`src/rtl/frame_write_ctrl_pkg.sv`:
```
// Shared frame-buffer geometry, capture state encoding and RGB565->RGB332 field positions.
// The frame buffer and VGA reader use the same constants.
package frame_write_ctrl_pkg;
  localparam int WIDTH  = 176;
  localparam int HEIGHT = 144;
  localparam int ADDR_W = 15;
  localparam int X_W    = $clog2(WIDTH + 1);
  localparam int Y_W    = $clog2(HEIGHT + 1);

  localparam logic [X_W-1:0]    X_MAX     = X_W'(WIDTH);
  localparam logic [Y_W-1:0]    Y_MAX     = Y_W'(HEIGHT);
  localparam logic [ADDR_W-1:0] LINE_STEP = ADDR_W'(WIDTH);

  // First byte carries R[4:2] in [7:5] and G[5:3] in [2:0]; second byte carries B[4:3] in [4:3].
  localparam int R_MSB = 7;
  localparam int R_LSB = 5;
  localparam int G_MSB = 2;
  localparam int G_LSB = 0;
  localparam int B_MSB = 4;
  localparam int B_LSB = 3;

  typedef enum logic [1:0] {
    IDLE    = 2'd0,
    WAIT_VS = 2'd1,
    CAPTURE = 2'd2
  } state_e;

  typedef struct packed {
    logic [2:0] r;
    logic [2:0] g;
    logic [1:0] b;
  } rgb332_t;
endpackage

```
`src/rtl/frame_write_ctrl_if.sv`:
```
// Camera byte stream in, frame-buffer write port and capture status out.
// No backpressure: the frame buffer must accept every w_en strobe.
interface frame_write_ctrl_if;
  import frame_write_ctrl_pkg::*;

  logic              start;
  logic              cont;
  logic              vsync;
  logic              href;
  logic [7:0]        cam_data;
  logic [ADDR_W-1:0] w_addr;
  logic [7:0]        w_data;
  logic              w_en;
  logic              busy;
  logic              frame_done;
  logic [7:0]        frame_cnt;
  logic              clip_err;

  modport slave (
    input  start, cont, vsync, href, cam_data,
    output w_addr, w_data, w_en, busy, frame_done, frame_cnt, clip_err
  );

  modport master (
    output start, cont, vsync, href, cam_data,
    input  w_addr, w_data, w_en, busy, frame_done, frame_cnt, clip_err
  );
endinterface

```
`src/rtl/frame_write_ctrl_rgb565_to_332_packer.sv`:
```
// Pairs camera bytes into RGB332 pixels; pix_vld is combinational on the second byte.
// No backpressure; clr drops a dangling first byte.
module rgb565_to_332_packer
  import frame_write_ctrl_pkg::*;
(
  input  logic       clk,
  input  logic       rst_n,
  input  logic       en,
  input  logic       clr,
  input  logic [7:0] cam_data,
  output logic       pix_vld,
  output rgb332_t    pix_dat
);
  logic       phase_q, phase_d;
  logic [2:0] r_q, r_d;
  logic [2:0] g_q, g_d;

  always_comb begin
    phase_d = phase_q;
    r_d     = r_q;
    g_d     = g_q;
    if (clr) begin
      phase_d = 1'b0;
    end else if (en) begin
      phase_d = ~phase_q;
      if (!phase_q) begin
        r_d = cam_data[R_MSB:R_LSB];
        g_d = cam_data[G_MSB:G_LSB];
      end
    end
  end

  assign pix_vld = en && phase_q && !clr;
  assign pix_dat = '{r: r_q, g: g_q, b: cam_data[B_MSB:B_LSB]};

  always_ff @(posedge clk or negedge rst_n) begin
    if (!rst_n) begin
      phase_q <= 1'b0;
      r_q     <= '0;
      g_q     <= '0;
    end else begin
      phase_q <= phase_d;
      r_q     <= r_d;
      g_q     <= g_d;
    end
  end
endmodule

```
`src/rtl/frame_write_ctrl.sv`:
```
// Camera capture sequencer driving the 176x144 RGB332 frame-buffer write port.
// Write lands one clk after the second byte of a pair; no backpressure.
module frame_write_ctrl
  import frame_write_ctrl_pkg::*;
(
  input  logic               clk,
  input  logic               rst_n,
  frame_write_ctrl_if.slave  bus
);
  state_e            state_q, state_d;
  logic              vsync_d_q, href_d_q;
  logic [X_W-1:0]    x_q, x_d;
  logic [Y_W-1:0]    y_q, y_d;
  logic [ADDR_W-1:0] line_base_q, line_base_d;
  logic [ADDR_W-1:0] w_addr_q, w_addr_d;
  rgb332_t           w_data_q, w_data_d;
  logic              w_en_q, w_en_d;
  logic              busy_q, busy_d;
  logic              done_q, done_d;
  logic              clip_q, clip_d;
  logic [7:0]        cnt_q, cnt_d;

  logic    in_cap, vs_rise, vs_fall, href_fall, cap_entry;
  logic    pix_vld;
  rgb332_t pix_dat;

  assign in_cap    = (state_q == CAPTURE);
  assign vs_rise   = !vsync_d_q && bus.vsync;
  assign vs_fall   = vsync_d_q && !bus.vsync;
  assign href_fall = in_cap && href_d_q && !bus.href;
  assign cap_entry = (state_q == WAIT_VS) && vs_fall;

  rgb565_to_332_packer u_packer (
    .clk      (clk),
    .rst_n    (rst_n),
    .en       (in_cap && bus.href),
    .clr      (cap_entry || href_fall),
    .cam_data (bus.cam_data),
    .pix_vld  (pix_vld),
    .pix_dat  (pix_dat)
  );

  always_comb begin
    state_d     = state_q;
    x_d         = x_q;
    y_d         = y_q;
    line_base_d = line_base_q;
    w_addr_d    = w_addr_q;
    w_data_d    = w_data_q;
    w_en_d      = 1'b0;
    done_d      = 1'b0;
    clip_d      = clip_q;
    cnt_d       = cnt_q;

    case (state_q)
      IDLE: if (bus.start) state_d = WAIT_VS;
      WAIT_VS: begin
        if (vs_fall) begin
          state_d     = CAPTURE;
          x_d         = '0;
          y_d         = '0;
          line_base_d = '0;
          clip_d      = 1'b0;
        end
      end
      CAPTURE: begin
        if (vs_rise) begin
          done_d  = 1'b1;
          cnt_d   = cnt_q + 8'd1;
          state_d = bus.cont ? WAIT_VS : IDLE;
        end
      end
      default: state_d = IDLE;
    endcase

    // x and y saturate at the frame size, so line_base never passes WIDTH*HEIGHT.
    if (pix_vld) begin
      if (x_q < X_MAX && y_q < Y_MAX) begin
        w_en_d   = 1'b1;
        w_data_d = pix_dat;
        w_addr_d = line_base_q + ADDR_W'(x_q);
      end else begin
        clip_d = 1'b1;
      end
      if (x_q < X_MAX) x_d = x_q + X_W'(1);
    end

    if (href_fall) begin
      if (x_q != '0 && y_q < Y_MAX) begin
        y_d         = y_q + Y_W'(1);
        line_base_d = line_base_q + LINE_STEP;
      end
      x_d = '0;
    end

    busy_d = (state_d != IDLE);
  end

  always_ff @(posedge clk or negedge rst_n) begin
    if (!rst_n) begin
      state_q     <= IDLE;
      vsync_d_q   <= 1'b0;
      href_d_q    <= 1'b0;
      x_q         <= '0;
      y_q         <= '0;
      line_base_q <= '0;
      w_addr_q    <= '0;
      w_data_q    <= '0;
      w_en_q      <= 1'b0;
      busy_q      <= 1'b0;
      done_q      <= 1'b0;
      clip_q      <= 1'b0;
      cnt_q       <= '0;
    end else begin
      state_q     <= state_d;
      vsync_d_q   <= bus.vsync;
      href_d_q    <= bus.href;
      x_q         <= x_d;
      y_q         <= y_d;
      line_base_q <= line_base_d;
      w_addr_q    <= w_addr_d;
      w_data_q    <= w_data_d;
      w_en_q      <= w_en_d;
      busy_q      <= busy_d;
      done_q      <= done_d;
      clip_q      <= clip_d;
      cnt_q       <= cnt_d;
    end
  end

  assign bus.w_addr     = w_addr_q;
  assign bus.w_data     = w_data_q;
  assign bus.w_en       = w_en_q;
  assign bus.busy       = busy_q;
  assign bus.frame_done = done_q;
  assign bus.frame_cnt  = cnt_q;
  assign bus.clip_err   = clip_q;
endmodule

```
`src/flat_wrapper.sv`:
```
// flat-port wrapper written by rule: the top's interface ports become plain ports
module frame_write_ctrl_flat import frame_write_ctrl_pkg::*;
  (clk, rst_n, bus_start, bus_cont, bus_vsync, bus_href, bus_cam_data, bus_w_addr, bus_w_data, bus_w_en, bus_busy, bus_frame_done, bus_frame_cnt, bus_clip_err);
  frame_write_ctrl_if bus_i ();
  input  logic clk;
  input  logic rst_n;
  input wire logic [$bits(bus_i.start)-1:0] bus_start;
  input wire logic [$bits(bus_i.cont)-1:0] bus_cont;
  input wire logic [$bits(bus_i.vsync)-1:0] bus_vsync;
  input wire logic [$bits(bus_i.href)-1:0] bus_href;
  input wire logic [$bits(bus_i.cam_data)-1:0] bus_cam_data;
  output wire logic [$bits(bus_i.w_addr)-1:0] bus_w_addr;
  output wire logic [$bits(bus_i.w_data)-1:0] bus_w_data;
  output wire logic [$bits(bus_i.w_en)-1:0] bus_w_en;
  output wire logic [$bits(bus_i.busy)-1:0] bus_busy;
  output wire logic [$bits(bus_i.frame_done)-1:0] bus_frame_done;
  output wire logic [$bits(bus_i.frame_cnt)-1:0] bus_frame_cnt;
  output wire logic [$bits(bus_i.clip_err)-1:0] bus_clip_err;
  assign bus_i.start = bus_start;
  assign bus_i.cont = bus_cont;
  assign bus_i.vsync = bus_vsync;
  assign bus_i.href = bus_href;
  assign bus_i.cam_data = bus_cam_data;
  assign bus_w_addr = bus_i.w_addr;
  assign bus_w_data = bus_i.w_data;
  assign bus_w_en = bus_i.w_en;
  assign bus_busy = bus_i.busy;
  assign bus_frame_done = bus_i.frame_done;
  assign bus_frame_cnt = bus_i.frame_cnt;
  assign bus_clip_err = bus_i.clip_err;
  frame_write_ctrl u_core (.clk(clk), .rst_n(rst_n), .bus(bus_i));
endmodule
```
`config.mk`:
```
export PLATFORM = sky130hd
export DESIGN_NAME = frame_write_ctrl_flat
export DESIGN_NICKNAME = d
export VERILOG_FILES = /design/src/rtl/frame_write_ctrl_pkg.sv /design/src/rtl/frame_write_ctrl_if.sv /design/src/rtl/frame_write_ctrl_rgb565_to_332_packer.sv /design/src/rtl/frame_write_ctrl.sv /design/src/flat_wrapper.sv
export SDC_FILE = /design/constraint.sdc
export NUM_CORES = 1
export LEC_CHECK = 0
export BUFFER_PORTS_ARGS = -buffer_cell sky130_fd_sc_hd__buf_2
export CAP_MARGIN = 40
export CORE_ASPECT_RATIO = 1.25
export CORE_MARGIN = 3
export CORE_UTILIZATION = 40
export CTS_CLUSTER_DIAMETER = 40
export DETAILED_ROUTE_END_ITERATION = 8
export GPL_TIMING_DRIVEN = 1
export RECOVER_POWER = 50
export SLEW_MARGIN = 0
export SYNTH_ARGS = -nofsm -noshare
export SYNTH_HDL_FRONTEND = slang
export SYNTH_SLANG_ARGS = --single-unit
```
`constraint.sdc`:
```
create_clock -name clk -period 2.3 [get_ports clk]
set_input_delay 0.345 -clock clk [delete_from_list [all_inputs] [get_ports clk]]
set_output_delay 0.345 -clock clk [all_outputs]
set_load 0.005 [all_outputs]
```
After elaboration in Yosys (flattened, before gate mapping). Cells that the tools add are included.

Flip-flop bits (word level): 77. Input bits: 14.

Add/subtract/negate cells: 5. Magnitude comparators: 2. Eq/ne operators: 2. Muxes and demuxes: 28. Bitwise logic cells: 2. Reductions and logical operators: 22.

Operator list (number): $mux W8 (9); $mux W15 (4); $add A8 B1 Y8 const B (3); $lt A8 B8 Y1 const B (2); $add A15 B8 Y15 (1); $add A15 B8 Y15 const B (1); $mux W1 (11); $logic_and A1 B1 Y1 (10); $reduce_bool A8 Y1 (1); $mux W2 (3); $pmux W2 S3 (1); $logic_not A1 Y1 (4); $reduce_and A2 Y1 (2); $reduce_bool A2 Y1 (2); $reduce_and A3 Y1 (1); $eq A2 B1 Y1 const B (1); $eq A2 B2 Y1 const B (1); $logic_not A2 Y1 (1); $not A1 Y1 (2); $logic_or A1 B1 Y1 (1).

Longest topological paths before layout. Gate-level depths: netlist of run 1.

Depth in word-level cells: 8. Mapped depth: 9. Depth with buffers taken out: 9.

Modules after synthesis. A second synthesis of run 1 with hierarchy kept.

Cells, all modules: 384. Area total of the unflattened synthesis: 3842.4 um^2.

By module, submodules not included: frame_write_ctrl (instances 1, cells each 365, area an instance 3543.4 um^2, seq. area each 1751.7 um^2); rgb565_to_332_packer (instances 1, cells each 19, area an instance 299.0 um^2, seq. area each 175.2 um^2).

Worst setup path after synthesis of run 1. Ideal clock, no wire load.

Path type: reg-to-reg. Start: register u_core.x_q[0]. End: register u_core.w_addr_q[12] (netlist: u_core.bus.w_addr[12]). Setup time: 83 ps. Arrival time: 1915 ps. Slack: 302 ps. Stages on the path, launching flop included: 10. Buffers on the path: 0. Clock period less this slack: 1998 ps. Cells stage by stage: dfrtp_1 -> ha_1 -> inv_1 -> fa_1 -> nor2b_1 -> o2111ai_1 -> a21oi_1 -> o2111ai_1 -> xor2_1 -> o21ai_0.

Word-level cells in the longest chain between the ends: 3. Elaborated cells on any way between the ends: 4.

Ends and longest elaborated chain: start: declaration (line frame_write_ctrl.sv:12) `logic [X_W-1:0] x_q, x_d;`; start signal: assignment (line frame_write_ctrl.sv:104) `x_q <= '0;`; start signal: assignment (line frame_write_ctrl.sv:118) `x_q <= x_d;`; $lt A8 B8 Y1 (line frame_write_ctrl.sv:78) `if (x_q < X_MAX && y_q < Y_MAX) begin`; $logic_and A1 B1 Y1 (line frame_write_ctrl.sv:78); $reduce_and A2 Y1 (no line); end signal: assignment (line frame_write_ctrl.sv:121) `w_addr_q <= w_addr_d;`; end: declaration (line frame_write_ctrl.sv:15) `logic [ADDR_W-1:0] w_addr_q, w_addr_d;`.

Parallel ways exist; a longest one is shown, timed or not. A chain may end at the register's enable or synchronous reset.

Worst setup path in the final report of run 1. Same ends and word-level chain as after synthesis.

==> impl.org, run 1 <==
** GRT
- The global routing stage identified its most utilized layer as met2.
- In the global route stage, met2 resource usage came out at 0.273.
- The number of global-route vias before repair came to 2740.
- Across every metal layer, demand over resource in global routing totals 0.160.
- Routing usage on met3 :: 0.0339
- Global routing finished with a remaining overflow of 0.
- Pin count of the biggest net entering global routing :: 43
- GR Layer Usage met1 :: 0.191
- The initial antenna violation count was 0.
- First-pass GRT wire length :: 13100 um

** Final layout
- Diodes inserted :: 0
- Area Overhead vs Synth :: 17.6%
- For this run, the share of the core covered by cells in the final layout is 0.489.
- Layout cell share with drive strength beyond 1 :: 0.194
- At the end of the flow, the number of nets in the layout was 451.
- Number of standard cells in the layout, taps in and fillers out :: 547
- After routing the design area is 4300 um^2.
- Counting the fill cells in the layout gives 852.

** Yosys
- Cell area after technology mapping :: 3660 um^2
- The Yosys step of the flow raised 0 warnings.
- Among all flip-flop cells after synthesis, the most frequent one is dfrtp_1.
- Each instance of the synthesized netlist takes up on average 10.1 um^2.
- The share of the Yosys chip area taken by registers is 0.526.
- Leading post-synthesis cells by cell area :: dfrtp_1, nand2_1, o21ai_0
- The biggest area contributor in the post-synthesis netlist is dfrtp_1.
- Counting distinct cell types in the post-synthesis netlist gives 44.
- Number of flip-flops and latches in the synthesized netlist :: 77
- The number of nets in the synthesized netlist is 392.
- Count of mapped cells out of synthesis :: 364
- Post-synth top area share :: 0.526
- In this run, synthesis inferred 0 flip-flops with an integrated enable.
- Of all flip-flops after synthesis, the portion carrying an async set or reset was 1.00.

** Placement
- HPWL after DPL :: 5460 um
- Routability-driven placement finished with a final weighted congestion of 0.828.
- DP Area :: 4080 um^2
- Cell total after placement :: 530
- Input and output buffers added on the ports amount to 48.
- Worst-case setup slack after placement :: 0.114 ns

** STA
- Highest Clock Rate :: 0.475 GHz
- Final period util :: 0.915
- At the pin with the least slew margin, the transition time is 0.916 ns.
- Worst-case clock skew :: 0.00686 ns
- Setup slack on the critical path of the routed design comes to 0.196 ns.
- Setup violations remaining at the end of the flow were counted as 0.
- The routed design could run at a clock period as short as 2.10 ns.
- The max-slew violation count is 0.
- Summed over all failing endpoints, the final setup total negative slack is 0 ns.
- Measured against its own limit, the worst slew margin works out to 0.389.
- The number of hold-slack violations in the final timing report was 0.

** Pwr
- Dividing total power by cell area gives a power density of 806 nW/um^2.
- Static leakage :: 0.00212 uW
- Across the VDD grid, the largest voltage drop is 546 uV.

** Worst setup path
- Data arrives at the worst endpoint at 2.38 ns.
- Worst R2R Start :: u_core.x_q[0]
- Destination of the worst register-to-register timing path :: u_core.bus.w_addr[12]
- Critical path data required time :: 2.58 ns
- Reg2reg path depth :: 9
- Category of the worst setup path launch point :: register
- Nature of the critical path endpoint :: register
- Maximum net fanout on the critical path :: 4
- Path type of the worst setup path :: reg2reg
- Setup slack of the worst register-to-register path :: 0.20 ns

** Job
- MaxCap Viol Count :: 0

** Clocking
- Number of buffers inserted during clock tree synthesis :: 9
- Root buf cell :: clkbuf_8
- TritonCTS built the clock tree.
- The H-tree was split into 3 levels.
- For this design, the sink count on the clock tree is 77.
- Counting along the longest clock path gives a buffer depth of 2.
- Clock-pin slew was measured on the worst setup and hold paths at 0.08 ns.
- Worst-skew pair later-pin latency :: 0.35 ns

** Floorplan
- Count of standard-cell rows :: 38
- Area of the core :: 8800 um^2
- The floorplan step defined a die boundary enclosing 10300 um^2.
- Number of top-level design ports :: 49
- Die Span Y :: 113 um
- Measured along the x axis, the die boundary spans 91.6 um.
- Initial core utilization :: 0.416

** Route
- In the routed design, unresolved DRC markers number 0.
- The count of nets left with antenna violations once routing finished came out at 0.
- The detailed router finished its first iteration with 105 violations.
- Wire length per cell after detailed routing :: 13.7 um
- Ratio of routed vias to standard cells :: 4.94
- The detailed router placed 2703 vias in this run.
- Post-detailed-routing wire length :: 7500 um
- Count of TritonRoute iterations in the first routing pass :: 4

** Status
- The flow ran to the end, and the final reports show no timing, DRC or antenna violations.

** Hold path
- Hold path start :: bus_cam_data[4]
- Hold Path Stages :: 3
- The tightest min-delay check is of the in2reg type.
- Worst-case hold path end point :: u_core.bus.w_data[1]
## cell usage in the layout, fill, tap and decap left out, drive strengths merged, types with 4 or more instances in the layout
cell type,count
and3,5
a21oi,12
and2,6
nand2,65
nand2b,4
nor2b,5
inv,11
clkbuf,18
or3,4
mux2,7
xor2,15
ha,13
buf,49
o21ai,36
xnor2,14
nand3,20
nor2,22
nand4,7
a21o,4
dfrtp,77
## state kept, by name (all words and copies together), names as in the netlist, 2 cells and up
name,flops
u_core.u_packer.r_q,3
u_core.bus.w_data,8
u_core.x_q,8
u_core.state_q,2
u_core.line_base_q,15
u_core.bus.frame_cnt,8
u_core.y_q,8
u_core.bus.w_addr,15
u_core.u_packer.g_q,3
## logic make-up (layout without fill, tap and decap cells)
kind of cell | Yosys count | in the layout | synth area share
compound gates | 66 | 66 | 0.111
xor+xnor | 29 | 29 | 0.0694
flops | 77 | 77 | 0.526
buf+inv | 21 | 84 | 0.0219
simple gates | 148 | 148 | 0.194
fa+ha+maj | 14 | 14 | 0.0499
mux | 9 | 9 | 0.0270
## worst max-delay path by stage
stage                               start               endpoint  slack, ns  cells past startpoint
CTS                         u_core.x_q[0]  u_core.bus.w_addr[12]       0.08                      9
global placement            u_core.x_q[0]  u_core.bus.w_addr[12]       0.15                      9
finish                      u_core.x_q[0]  u_core.bus.w_addr[12]       0.20                      9
detailed placement          u_core.x_q[0]  u_core.bus.w_addr[12]       0.11                      9
global route        u_core.line_base_q[0]  u_core.bus.w_addr[12]     -0.009                      9
floorplan                   u_core.x_q[0]  u_core.bus.w_addr[12]       0.30                      9
## timing repair
item                                    in CTS  in global routing
resized for setup                            0                  2
hold buffers                                 1                  0
setup buffers                                0                  1
endpoints found under the setup margin       0                  4
hold endpoints to repair                    35                  0
## final cells by class
| cell class | instances | area [um^2] | area share |
|---|---|---|---|
| Sequential cell | 77 | 1930 | 0.448 |
| Multi-Input combinational cell | 266 | 1660 | 0.386 |
| Timing Repair Buffer | 57 | 304 | 0.0707 |
| Tap cell | 120 | 150 | 0.0349 |
| Clock buffer | 11 | 141 | 0.0329 |
| Clock inverter | 4 | 72.6 | 0.0169 |
| Inverter | 12 | 45.0 | 0.0105 |
## report_power, final
part,internal (uW),switching (uW),leakage [uW]
registers,1570,151,0.00104
clock network,633,483,0.000105
logic,307,330,0.000974
total,2510,963,0.00212
## metrics by stage
step | hold WS [ns] | power (uW)
2_1_floorplan | 0.0494 | 2110
3_3_place_gp | 0.338 | 2370
3_5_place_dp | 0.342 | 2390
4_1_cts | 0.147 | 3520
5_1_grt | 0.191 | 3670
6_report | 0.181 | 3470
## cell usage after synthesis (all sizes together) (6+ instances only)
master,n
dfrtp,77
nand2,65
o21ai,36
nor2,22
nand3,20
xor2,15
xnor2,14
ha,13
a21oi,12
inv,11
clkbuf,8
mux2,7
nand4,7
and2,6
## layer usage
metal  part of all wire  wire [um]
met1               0.43       3220
met3              0.028        207
met2               0.52       3920
met5                  0          0
met4              0.021        154
## critical path: stages (launching register included)
cell	delay [ns]
dfrtp_1	0.35
ha_1	0.19
inv_1	0.06
fa_1	0.40
nor2b_1	0.19
o2111ai_2	0.15
a21oi_2	0.24
o2111ai_1	0.14
xor2_1	0.16
o21ai_0	0.14
No activity file was read; power rests on OpenSTA's default activity.
==> run 2, diff against run 1 <==
--- a/config.mk
+++ b/config.mk
@@ -8,12 +8,11 @@
 export BUFFER_PORTS_ARGS = -buffer_cell sky130_fd_sc_hd__buf_2
 export CAP_MARGIN = 40
 export CORE_ASPECT_RATIO = 1.25
-export CORE_MARGIN = 3
-export CORE_UTILIZATION = 40
+export CORE_UTILIZATION = 53
 export CTS_CLUSTER_DIAMETER = 40
 export DETAILED_ROUTE_END_ITERATION = 8
 export GPL_TIMING_DRIVEN = 1
-export RECOVER_POWER = 50
+export PLACE_DENSITY = 0.74
 export SLEW_MARGIN = 0
 export SYNTH_ARGS = -nofsm -noshare
 export SYNTH_HDL_FRONTEND = slang
==> run 2 against run 1 <==
Clock power fell by 17%; cell count fell by 6.2%; utilization rose by 15 points; via count rose by 0.22%; count of clock-buffer cells in the layout rose by 1; design area fell by 1.5%; setup slack got worse by 0.037 ns; power fell by 5.6%; sequential share of layout area rose by 0.69 points; sequential cell count did not move.
==> impl.org, run 2 (synthesized netlist as in run 1, its figures left out) <==
** GRT
- In the global route stage, overall resource usage came out at 0.209.
- Pin count of the biggest net entering global routing :: 42
- The number of global-route vias before repair is 2638.
- First-pass GRT wire length :: 11700 um
- Number of antenna violations at the first check in global routing :: 0
- Global routing finished with a remaining overflow of 0.

** Worst setup path
- Measured in cells, the most critical reg-to-reg path has a length of 9.
- Setup slack of the worst register-to-register path :: 0.16 ns
- Path type of the worst setup path :: reg2reg
- Counting stages on the worst path, the most repeated cell is o2111ai_1.
- Worst R2R Start :: u_core.x_q[0]
- Critical path data required time :: 2.56 ns
- Maximum net fanout on the critical path :: 4
- Together, buffers and inverters on the worst path number 1.
- STA puts the critical path data arrival time at 2.40 ns.
- On the worst path, the slowest cell contributes a delay of 0.40 ns.
- Worst path top cell family by delay :: compound AO/OA/AOI/OAI gates
- Cell at the slowest stage of the critical path :: fa_1
- The worst setup path is launched from a register.
- The signal on the critical path passes through ha_1 > inv_1 > fa_1 > nor2b_1 > o2111ai_1 > a21oi_2 > o2111ai_1 > xor2_1 > o21ai_0.
- STA classifies the critical path endpoint as a register.
- Destination of the worst register-to-register timing path :: u_core.bus.w_addr[12]

** Floorplan
- Measured along the x axis, the die boundary spans 76.3 um.
- The floorplan has 33 rows.
- Number of top-level design ports :: 49
- Total Die Area :: 7240 um^2
- Initial core utilization :: 0.554
- Die Span Y :: 94.9 um
- The region available for standard cell placement spans 6610 um^2.

** STA
- Post-route setup TNS :: 0 ns
- For this run, the top clock speed supported by timing is 0.467 GHz.
- In the finished design, the share of the clock period the worst path needs comes to 0.931.
- At the pin with the least slew margin, the transition time is 0.615 ns.
- The max-slew violation count was 0.
- Final hold violations :: 0
- Setup violations remaining at the end of the flow were counted as 0.
- RSZ-0062 raised after global routing :: no
- Worst-case clock skew :: 0.00796 ns
- Final critical-path required period :: 2.14 ns
- Headroom to the max-slew limit came out at 0.586.
- Tightest hold margin :: 0.168 ns

** Hold path
- Worst min-delay path class :: in2reg
- Worst-case hold path end point :: u_core.href_d_q
- Hold path start :: bus_href
- Counting instances, the worst hold path has a depth of 1.

** Clocking
- Clock tree from TritonCTS :: done
- Worst-skew pair later-pin latency :: 0.34 ns
- The clock passes through at most 2 buffers.
- Clock edge transition at the registers on the reported setup and hold paths :: 0.07 ns
- In this run, CTS created clock tree buffers numbering 9.
- Root buf cell :: clkbuf_8
- Num Clock Sinks :: 77
- In this run the number of H-tree levels came out at 3.

** Final layout
- Layout cell share with drive strength beyond 1 :: 0.202
- Number of nets in the final layout :: 449
- 0 antenna diodes ended up in the layout.
- Leaving out fill and tap cells, the most frequent cell in the layout is dfrtp_1.
- Highest-count cells in the layout ignoring fill and taps :: dfrtp_1, nand2_1, buf_2, o21ai_0, nor2_1
- From synthesis to final layout, the design area changed by 15.8%.

** Placement
- The HPWL after detailed placement is 5070 um.
- At the end of routability-driven placement, the weighted congestion stood at 0.827.
- The count of buffers added on input and output ports is 48.

** Pwr
- Internal power comes to 2320 uW.
- In this run the power density over the cells is 773 nW/um^2.
- The design draws 3280 uW.
- Clk pwr share :: 0.282
- Summed over all cells, the static leakage comes to 0.00213 uW.
- Of the total power, combinational logic draws 0.192.
- Across the VDD grid, the largest voltage drop is 581 uV.
- Of the total power, registers draw 0.526.
- Of the total power, the share spent switching nets is 0.292.
- Switching power summed over all nets :: 956 uW

** Route
- Residual antenna-violating net count after detailed routing :: 0
- The first detailed-routing pass took 4 iterations.
- Ratio of routed vias to standard cells :: 5.28
- Total via count in the routed design :: 2709
- Residual DRC :: 0
- Iter 0 DRT Violations :: 145
- After detailed routing, the average wire length per cell comes to 13.4 um.
- Post-detailed-routing wire length :: 6880 um

** Job
- MaxCap Viol Count :: 0

** Status
- Status :: complete, no violations
[run 2: power groups by stage]
stage,clock network [uW],logic (uW),registers (uW)
detailed placement,0,634,1750
CTS,946,640,1720
finish,925,629,1720
global placement,0,614,1740
global route,989,716,1750
floorplan,0,374,1730
[run 2: timing repair]
item,in CTS,in global routing
setup buffers,0,0
hold buffers,1,0
setup endpoints to repair,0,2
resized for setup,0,1
endpoints found under the hold margin,36,0
[run 2: worst max-delay path by stage]
| stage | startpoint | end | slack [ns] | cells past startpoint |
|---|---|---|---|---|
| 6_report | u_core.x_q[0] | u_core.bus.w_addr[12] | 0.16 | 9 |
| 2_1_floorplan | u_core.x_q[0] | u_core.bus.w_addr[12] | 0.30 | 9 |
| 4_1_cts | u_core.x_q[0] | u_core.bus.w_addr[12] | 0.09 | 9 |
| 3_3_place_gp | u_core.x_q[0] | u_core.bus.w_addr[12] | 0.18 | 9 |
| 3_5_place_dp | u_core.x_q[0] | u_core.bus.w_addr[14] | 0.13 | 9 |
| 5_1_grt | u_core.line_base_q[4] | u_core.bus.w_addr[13] | 0.02 | 7 |
[run 2: routing by layer]
metal	track usage	up-vias	share of wire
li1	-	1352	-
met1	0.231	1303	0.43
met2	0.384	44	0.52
met3	0.0348	10	0.026
met4	0.112	0	0.016
met5	0	-	0
[run 2: cell type report]
cell class / instances / area [um^2]
Sequential cell: 77 / 1930
Timing Repair Buffer: 55 / 323
Tap cell: 87 / 109
Clock buffer: 12 / 155
Multi-Input combinational cell: 266 / 1660
Clock inverter: 4 / 22.5
Inverter: 12 / 45.0
Fill cell: 561 / 2370
[run 2: metrics by stage]
step / area, um^2 / util / instances / setup WS [ns]
floorplan: 3660 / - / 364 / 0.302
global placement: 4050 / 0.613 / 496 / 0.176
detailed placement: 4050 / 0.613 / 496 / 0.134
CTS: 4230 / 0.641 / 513 / 0.0946
global route: 4240 / 0.641 / 513 / 0.0225
finish: 4240 / 0.641 / 513 / 0.159
